[config.mk]
export PLATFORM = sky130hd
export DESIGN_NAME = restoring_divider
export DESIGN_NICKNAME = d
export VERILOG_FILES = /design/src/rtl/restoring_divider.sv
export SDC_FILE = /design/constraint.sdc
export NUM_CORES = 1
export LEC_CHECK = 0
export CAP_MARGIN = 10
export CORE_ASPECT_RATIO = 1.1
export CORE_UTILIZATION = 44
export CTS_BUF_LIST = sky130_fd_sc_hd__clkbuf_8
export CTS_CLUSTER_SIZE = 28
export DETAILED_ROUTE_END_ITERATION = 7
export GPL_TIMING_DRIVEN = 0
export PLACE_DENSITY_LB_ADDON = 0.3
export SYNTH_ARGS = -nofsm -noshare
export SYNTH_HDL_FRONTEND = slang
export SYNTH_SLANG_ARGS = --single-unit
[constraint.sdc]
create_clock -name CLK -period 2.1 [get_ports CLK]
set_input_delay 0.315 -clock CLK [delete_from_list [all_inputs] [get_ports CLK]]
set_output_delay 0.315 -clock CLK [all_outputs]
set_load 0.02 [all_outputs]
[src/rtl/restoring_divider.sv]
// Restoring divider: unsigned WIDTH-bit division, one quotient bit per cycle.
//
// Ports:
//   CLK    rising-edge clock
//   RST    synchronous active-high reset
//   START  begin a division (accepted only when idle or finishing)
//   A, B   dividend / divisor, latched on an accepted START
//   Q, R   registered quotient / remainder of the last completed division
//   BUSY   high while iterating
//   DONE   one-cycle pulse when Q/R/DZ carry a new result
//   DZ     registered divide-by-zero flag for the current result
module restoring_divider #(
   parameter int unsigned WIDTH = 4
) (
   input  logic             CLK,
   input  logic             RST,
   input  logic             START,
   input  logic [WIDTH-1:0] A,
   input  logic [WIDTH-1:0] B,
   output logic [WIDTH-1:0] Q,
   output logic [WIDTH-1:0] R,
   output logic             BUSY,
   output logic             DONE,
   output logic             DZ
);

   typedef enum logic [1:0] {StIdle, StRun, StFin} state_e;

   localparam logic [WIDTH-1:0] LastCnt = WIDTH'(WIDTH - 1);

   state_e           state_q, state_d;
   logic [WIDTH-1:0] cnt_q, cnt_d;
   logic [WIDTH:0]   prem_q, prem_d;   // partial remainder, one guard bit
   logic [WIDTH-1:0] dvd_q, dvd_d;     // dividend, shifted out MSB-first
   logic [WIDTH-1:0] dvs_q, dvs_d;
   logic [WIDTH-1:0] quo_q, quo_d;     // quotient under construction
   logic [WIDTH-1:0] q_q, q_d;
   logic [WIDTH-1:0] r_q, r_d;
   logic             dz_q, dz_d;

   logic [WIDTH:0]   shifted;
   logic [WIDTH:0]   diff;

   always_comb begin
      state_d = state_q;
      cnt_d   = cnt_q;
      prem_d  = prem_q;
      dvd_d   = dvd_q;
      dvs_d   = dvs_q;
      quo_d   = quo_q;
      q_d     = q_q;
      r_d     = r_q;
      dz_d    = dz_q;

      // A kept partial remainder is always < divisor, so its top bit is zero
      // and dropping it on the shift loses nothing.
      shifted = {prem_q[WIDTH-1:0], dvd_q[WIDTH-1]};
      diff    = shifted - {1'b0, dvs_q};

      unique case (state_q)
         StRun: begin
            // Sign bit of the trial difference decides keep vs. restore.
            prem_d   = diff[WIDTH] ? shifted : diff;
            quo_d    = quo_q << 1;
            quo_d[0] = ~diff[WIDTH];
            dvd_d    = dvd_q << 1;
            cnt_d    = cnt_q + 1'b1;
            if (cnt_q == LastCnt) begin
               state_d = StFin;
               q_d     = quo_d;
               r_d     = prem_d[WIDTH-1:0];
               dz_d    = 1'b0;
            end
         end
         StIdle, StFin: begin
            if (START) begin
               dvd_d  = A;
               dvs_d  = B;
               prem_d = '0;
               cnt_d  = '0;
               quo_d  = '0;
               if (B != '0) begin
                  state_d = StRun;
               end else begin
                  state_d = StFin;
                  q_d     = '1;
                  r_d     = A;
                  dz_d    = 1'b1;
               end
            end else begin
               state_d = StIdle;
            end
         end
         default: state_d = StIdle;
      endcase
   end

   always_ff @(posedge CLK) begin
      if (RST) begin
         state_q <= StIdle;
         cnt_q   <= '0;
         prem_q  <= '0;
         dvd_q   <= '0;
         dvs_q   <= '0;
         quo_q   <= '0;
         q_q     <= '0;
         r_q     <= '0;
         dz_q    <= 1'b0;
      end else begin
         state_q <= state_d;
         cnt_q   <= cnt_d;
         prem_q  <= prem_d;
         dvd_q   <= dvd_d;
         dvs_q   <= dvs_d;
         quo_q   <= quo_d;
         q_q     <= q_d;
         r_q     <= r_d;
         dz_q    <= dz_d;
      end
   end

   assign Q    = q_q;
   assign R    = r_q;
   assign DZ   = dz_q;
   assign BUSY = (state_q == StRun);
   assign DONE = (state_q == StFin);

endmodule

==> impl_metrics.env, run 1 <==
export IMPL_worst_path_max_fanout=6
export IMPL_met1_length_um=1390
export IMPL_fin_crit_sh=0.955
export IMPL_final_util=0.605
export IMPL_postRouteAntennaNets=0
export IMPL_drive_gt1_frac=0.185
export IMPL_setup_viol_count_final=0
export IMPL_totalPowerFinal_w=0.00143
export IMPL_port_buffers=20
export IMPL_synth_cell_types=40
export IMPL_seq_area_frac_synth=0.411
export IMPL_nets=205
export IMPL_gp_congestion=0.818
export IMPL_clock_skew_final_ns=0.00479
export IMPL_clk_latency_ns=0.29
export IMPL_grt_overflow_total=0
export IMPL_reg2reg_depth=8
export IMPL_drt_iter0_markers=48
export IMPL_diodes=0
export IMPL_synthesis_nets=175
export IMPL_swShare=0.285
export IMPL_leakagePower_nw=0.737
export IMPL_ys_seq_elements=30
export IMPL_holdPathEnd="DZ"
export IMPL_fmax_ghz=0.499
export IMPL_die_area_mm2=0.00355
export IMPL_vias=1262
export IMPL_yosysMostFrequentCell="dfxtp_1"
export IMPL_synthTopCellsByArea="dfxtp_1, mux2i_1, nor2_1"
export IMPL_fin_hold_ws_ns=0.467
export IMPL_avgSynthCellArea_um2=9.24
export IMPL_r2r_end="prem_q[0]"
export IMPL_maxUsedRoutingLayer="met4"
export IMPL_io_pins=22
export IMPL_synth_ff_type="dfxtp_1"
export IMPL_power_frac_seq=0.430
export IMPL_numClockSinks=30
export IMPL_min_delay_start="DZ"
export IMPL_dp_cells=212
export IMPL_cts_tree="built"
export IMPL_min_path_cells=2
export IMPL_r2r_start="dvd_q[3]"
export IMPL_yosysWarnings=0
export IMPL_failed_checks="design-rule violations"
export IMPL_clkSlewWorstSetupHoldPaths_ns=0.06
export IMPL_die_w_um=56.9
export IMPL_drc=2
export IMPL_worst_pin_slew_ns=0.499
export IMPL_comb_power_share=0.238
export IMPL_hpwlAfterDp_um=2410
export IMPL_wl_met2_um=1730
export IMPL_hold_viol=0
export IMPL_rsz0062_at_grt="no"
export IMPL_start_kind="flip-flop"
export IMPL_yosysTopAreaCell="dfxtp_1"
export IMPL_fp_dieH_um=62.4
export IMPL_cts_max_level=2
export IMPL_fin_area_mm2=0.00188
export IMPL_hp_class="flip-flop to flip-flop"
export IMPL_cts_made_buffers=5
export IMPL_synthTopCellsByCount="dfxtp_1, nor2_1, nand2_1, a21oi_1, inv_1"
export IMPL_grt_pass1_wl_um=5800
export IMPL_grt_pass1_vias=1310
export IMPL_status="finished, violations left"
export IMPL_slew_violations=0
export IMPL_ir_worst_vdd_mv=0.388
export IMPL_drtPass1Iterations=8
export IMPL_p_sw_w=0.000408
export IMPL_wl_met3_um=183
export IMPL_max_slew_margin=0.667
export IMPL_grt_max_degree=11
export IMPL_syn2layout_area_growth_pct=28.5
export IMPL_syn_inst=158
export IMPL_power_frac_clock=0.332
export IMPL_fp_row_count=21
export IMPL_fin_crit_ns=2.01
export IMPL_wirelength_um=3380
export IMPL_coreArea_mm2=0.00310
export IMPL_pwr_density_cell_mw_per_mm2=763
export IMPL_power_internal_w=0.00102
export IMPL_crit_type="flip-flop to flip-flop"
export IMPL_required_ns=2.29
export IMPL_holdBufCountCts=0
export IMPL_routedWlPerCell_um=15.2
export IMPL_antenna_found_initial=0
export IMPL_cp_end_kind="flip-flop"
export IMPL_cts_root_buf="clkbuf_8"
export IMPL_stdcell_count=223
export IMPL_vias_per_cell=5.66
export IMPL_syn_area_mm2=0.00146
export IMPL_placed_area_mm2=0.00170
export IMPL_crit_arrival_ns=2.20
export IMPL_r2r_setup_slack_ns=0.09
export IMPL_postSynth_asyncResetShare=0
export IMPL_synth_top_area_frac=0.411
export IMPL_startpoint="dvd_q[3]"
export IMPL_track_usage=0.217
export IMPL_clock_path_buffers=2
export IMPL_synth_edf_count=0
export IMPL_start_util=0.471
export IMPL_maxCapViolations=0
==> cell type report <==
cell class / instances / area (um^2)
multi-input combinational: 112 / 838
tap: 34 / 42.5
clock buffer: 6 / 82.6
clock inverter: 2 / 8.76
buffer: 7 / 36.3
fill: 270 / 1220
inverter: 9 / 33.8
timing repair buffer: 23 / 233
sequential: 30 / 602
==> flip-flops by register name, summed over array words and instances, names as in the netlist <==
register  flops
DZ            1
Q             4
R             4
cnt_q         4
dvd_q         4
dvs_q         4
prem_q        4
quo_q         3
state_q       2
==> timing repair <==
action,4_1_cts,5_1_grt
gates resized for setup,8,4
setup endpoints to repair,7,9
pin swaps,4,2
buffers inserted,3,0
==> worst max-delay path, cell delays in order, from the launching register on <==
cell and delay, ns:
dfxtp_2 0.34, inv_2 0.05, ha_4 0.16, fa_2 0.37
nand2b_4 0.16, a21oi_4 0.18, xnor2_4 0.19, mux2_4 0.35
o32ai_2 0.11
==> power by group through the flow <==
stage / combinational (W) / sequential, W / clock (W)
floorplan: 0.000198 / 0.000626 / 0
global placement: 0.000264 / 0.000625 / 0
detailed placement: 0.000275 / 0.000627 / 0
CTS: 0.000319 / 0.000615 / 0.000488
global route: 0.000367 / 0.000619 / 0.000507
finish: 0.000340 / 0.000615 / 0.000476
==> through the flow <==
step / setup TNS, ns / setup slack, ns
final: 0 / 0.0941
after detailed placement: -0.508 / -0.152
after CTS: 0 / 0.0189
after floorplan: 0 / 0.0978
after global routing: 0 / 0.00419
after global placement: -0.248 / -0.0813
==> kinds of logic after synthesis <==
kind of cell    count (synthesis)  share of synthesized area
xor+xnor                        3                     0.0231
compound gates                 39                      0.198
simple gates                   55                      0.195
flops                          30                      0.411
mux                             9                     0.0686
fa+ha+maj                       6                     0.0566
buf+inv                        16                     0.0480
==> cell usage in the layout, fill, tap and decap left out, types with 2 or more instances in the layout <==
master	netlist	final
nor2_1	18	18
o32ai_1	3	2
nor2b_1	2	2
inv_1	8	8
o21ai_0	4	4
buf_6	0	2
ha_1	5	4
clkbuf_8	0	6
a21oi_1	10	10
mux2_4	2	2
a211oi_1	4	4
a31oi_1	4	4
dfxtp_1	30	29
buf_1	2	2
nor4b_1	3	3
o21ai_2	3	3
buf_2	2	2
a22oi_1	3	3
buf_4	2	3
nand3_1	3	3
mux2i_1	7	7
nand2_1	17	17
o221a_2	3	3
clkdlybuf4s50_1	0	19
nand2b_1	5	4
==> routing by layer <==
metal,up-vias,track usage
li1,617,-
met1,602,0.245
met2,37,0.363
met3,6,0.0642
met4,0,0.119
met5,-,0
==> how the worst max path moves through the flow <==
stage                            to  slack [ns]  depth (start not counted)
after floorplan                R[1]         0.1                          8
after global placement    prem_q[0]       -0.08                          8
after detailed placement  prem_q[0]       -0.15                          8
after CTS                 prem_q[0]        0.02                          8
after global routing      prem_q[3]       0.004                          9
final                     prem_q[0]        0.09                          8
Power figures use the tool's default switching activity.
==> run 2, diff against run 1 <==
Settings changed: CELL_PAD_IN_SITES_DETAIL_PLACEMENT from default to 1, CELL_PAD_IN_SITES_GLOBAL_PLACEMENT from default to 2, CORE_UTILIZATION 44 to 31, PLACE_DENSITY_LB_ADDON 0.3 to 0.08.
==> impl_metrics.env, run 2 (synthesized netlist as in run 1, its figures left out) <==
export IMPL_coreArea_mm2=0.00441
export IMPL_wirelength_um=4000
export IMPL_drive_gt1_frac=0.196
export IMPL_track_usage=0.182
export IMPL_totalPowerFinal_w=0.00144
export IMPL_io_pins=22
export IMPL_drtPass1Iterations=4
export IMPL_regArea_um2=602
export IMPL_slew_violations=0
export IMPL_antenna_found_initial=0
export IMPL_clk_latency_ns=0.28
export IMPL_hold_viol=0
export IMPL_drc=0
export IMPL_fin_crit_ns=2.03
export IMPL_grt_max_degree=11
export IMPL_layout_common_cells="dfxtp_1, clkdlybuf4s50_1, nor2_1"
export IMPL_diodes=0
export IMPL_clkSlewWorstSetupHoldPaths_ns=0.07
export IMPL_routedWlPerCell_um=16.5
export IMPL_required_ns=2.29
export IMPL_multi_input_area_um2=847
export IMPL_fin_area_mm2=0.00191
export IMPL_placed_area_mm2=0.00173
export IMPL_fin_tns_setup_ns=0
export IMPL_worst_path_max_fanout=6
export IMPL_nets=205
export IMPL_port_buffers=20
export IMPL_critPathSlowestCell="fa_2"
export IMPL_crit_arrival_ns=2.22
export IMPL_slowest_delay_ns=0.39
export IMPL_fmax_ghz=0.492
export IMPL_postRouteAntennaNets=0
export IMPL_die_area_mm2=0.00499
export IMPL_clock_skew_final_ns=0.00696
export IMPL_vias=1249
export IMPL_status="completed"
export IMPL_nFillCells=503
export IMPL_grt_overflow_total=0
export IMPL_final_common_cell="dfxtp_1"
export IMPL_max_slew_margin=0.593
export IMPL_grt_pass1_vias=1306
export IMPL_cts_root_buf="clkbuf_8"
export IMPL_cts_max_level=2
export IMPL_start_kind="flip-flop"
export IMPL_cp_end_kind="flip-flop"
export IMPL_place_ws_ns=-0.125
export IMPL_leakagePower_nw=0.734
export IMPL_cts_tree="built"
export IMPL_grt_pass1_wl_um=6470
export IMPL_drt_iter0_markers=35
export IMPL_fin_hold_ws_ns=0.457
export IMPL_ir_worst_vdd_mv=0.365
export IMPL_layout_setup_ws_ns=0.0688
export IMPL_setup_viol_count_final=0
export IMPL_syn2layout_area_growth_pct=30.6
export IMPL_maxCapViolations=0
export IMPL_cts_made_buffers=5
export IMPL_hpwlAfterDp_um=2970
export IMPL_start_util=0.331
export IMPL_rsz0062_at_grt="yes"
export IMPL_numClockSinks=30
export IMPL_vias_per_cell=5.14
export IMPL_die_w_um=67.4
export IMPL_fp_row_count=25
export IMPL_clock_path_buffers=2
export IMPL_crit_type="flip-flop to flip-flop"
export IMPL_fp_dieH_um=74.0
export IMPL_pwr_density_cell_mw_per_mm2=754
export IMPL_worst_pin_slew_ns=0.611
export IMPL_hp_class="flip-flop to flip-flop"
export IMPL_crit_chain="inv_2, ha_4, fa_2, nand2b_4, a21oi_4, xnor2_4, mux2_4, o32ai_2"
export IMPL_fin_crit_sh=0.967
export IMPL_gp_congestion=0.710
[run 2: routing by layer]
layer / GRT usage / routed length, um / vias up / part of all wire
met5: 0 / 0 / - / 0
met4: 0.0709 / 54 / 0 / 0.013
met3: 0.0475 / 127 / 6 / 0.032
met2: 0.311 / 1980 / 19 / 0.50
met1: 0.214 / 1840 / 604 / 0.46
li1: - / - / 620 / -
[run 2: power by group]
group | switching, W | internal, W
registers | 0.0000196 | 0.000597
logic | 0.000176 | 0.000165
clock network | 0.000220 | 0.000259
total | 0.000416 | 0.00102
[run 2: cell type report]
class | count | area share
sequential | 30 | 0.316
inverter | 9 | 0.0177
buffer | 7 | 0.0190
tap | 54 | 0.0354
multi-input combinational | 112 | 0.444
clock buffer | 6 | 0.0433
timing repair buffer | 23 | 0.120
clock inverter | 2 | 0.00459
[run 2: per-stage QoR]
step           instances   util
2_1_floorplan        158      -
3_3_place_gp         232  0.392
3_5_place_dp         232  0.392
4_1_cts              242  0.425
5_1_grt              243  0.432
6_report             243  0.432
[run 2: final timing paths]
check                               from        end  slack (ns)  depth (start not counted)
worst min-delay path            dvs_q[3]   dvs_q[3]        0.46                          2
worst max-delay path            dvd_q[3]  prem_q[0]        0.07                          8
worst min register to register  dvs_q[3]   dvs_q[3]        0.46                          2
worst max register to register  dvd_q[3]  prem_q[0]        0.07                          8
[run 2: worst max-delay path: cells and delay by family (launching register included)]
| family | cells | cell delay [ns] |
|---|---|---|
| and+or+nand+nor | 1 | 0.16 |
| buffers and inverters | 1 | 0.06 |
| AOI/OAI and AO/OA | 2 | 0.29 |
| xor gates and xnor gates | 1 | 0.19 |
| adders and majority gates | 2 | 0.56 |
| DFF | 1 | 0.34 |
| muxes | 1 | 0.35 |
[run 2: what timing repair did]
action | CTS | global route
pin swaps | 2 | 6
resized for setup | 7 | 6
setup buffers | 2 | 1
hold buffers | 0 | 0
endpoints found under the setup margin | 9 | 10
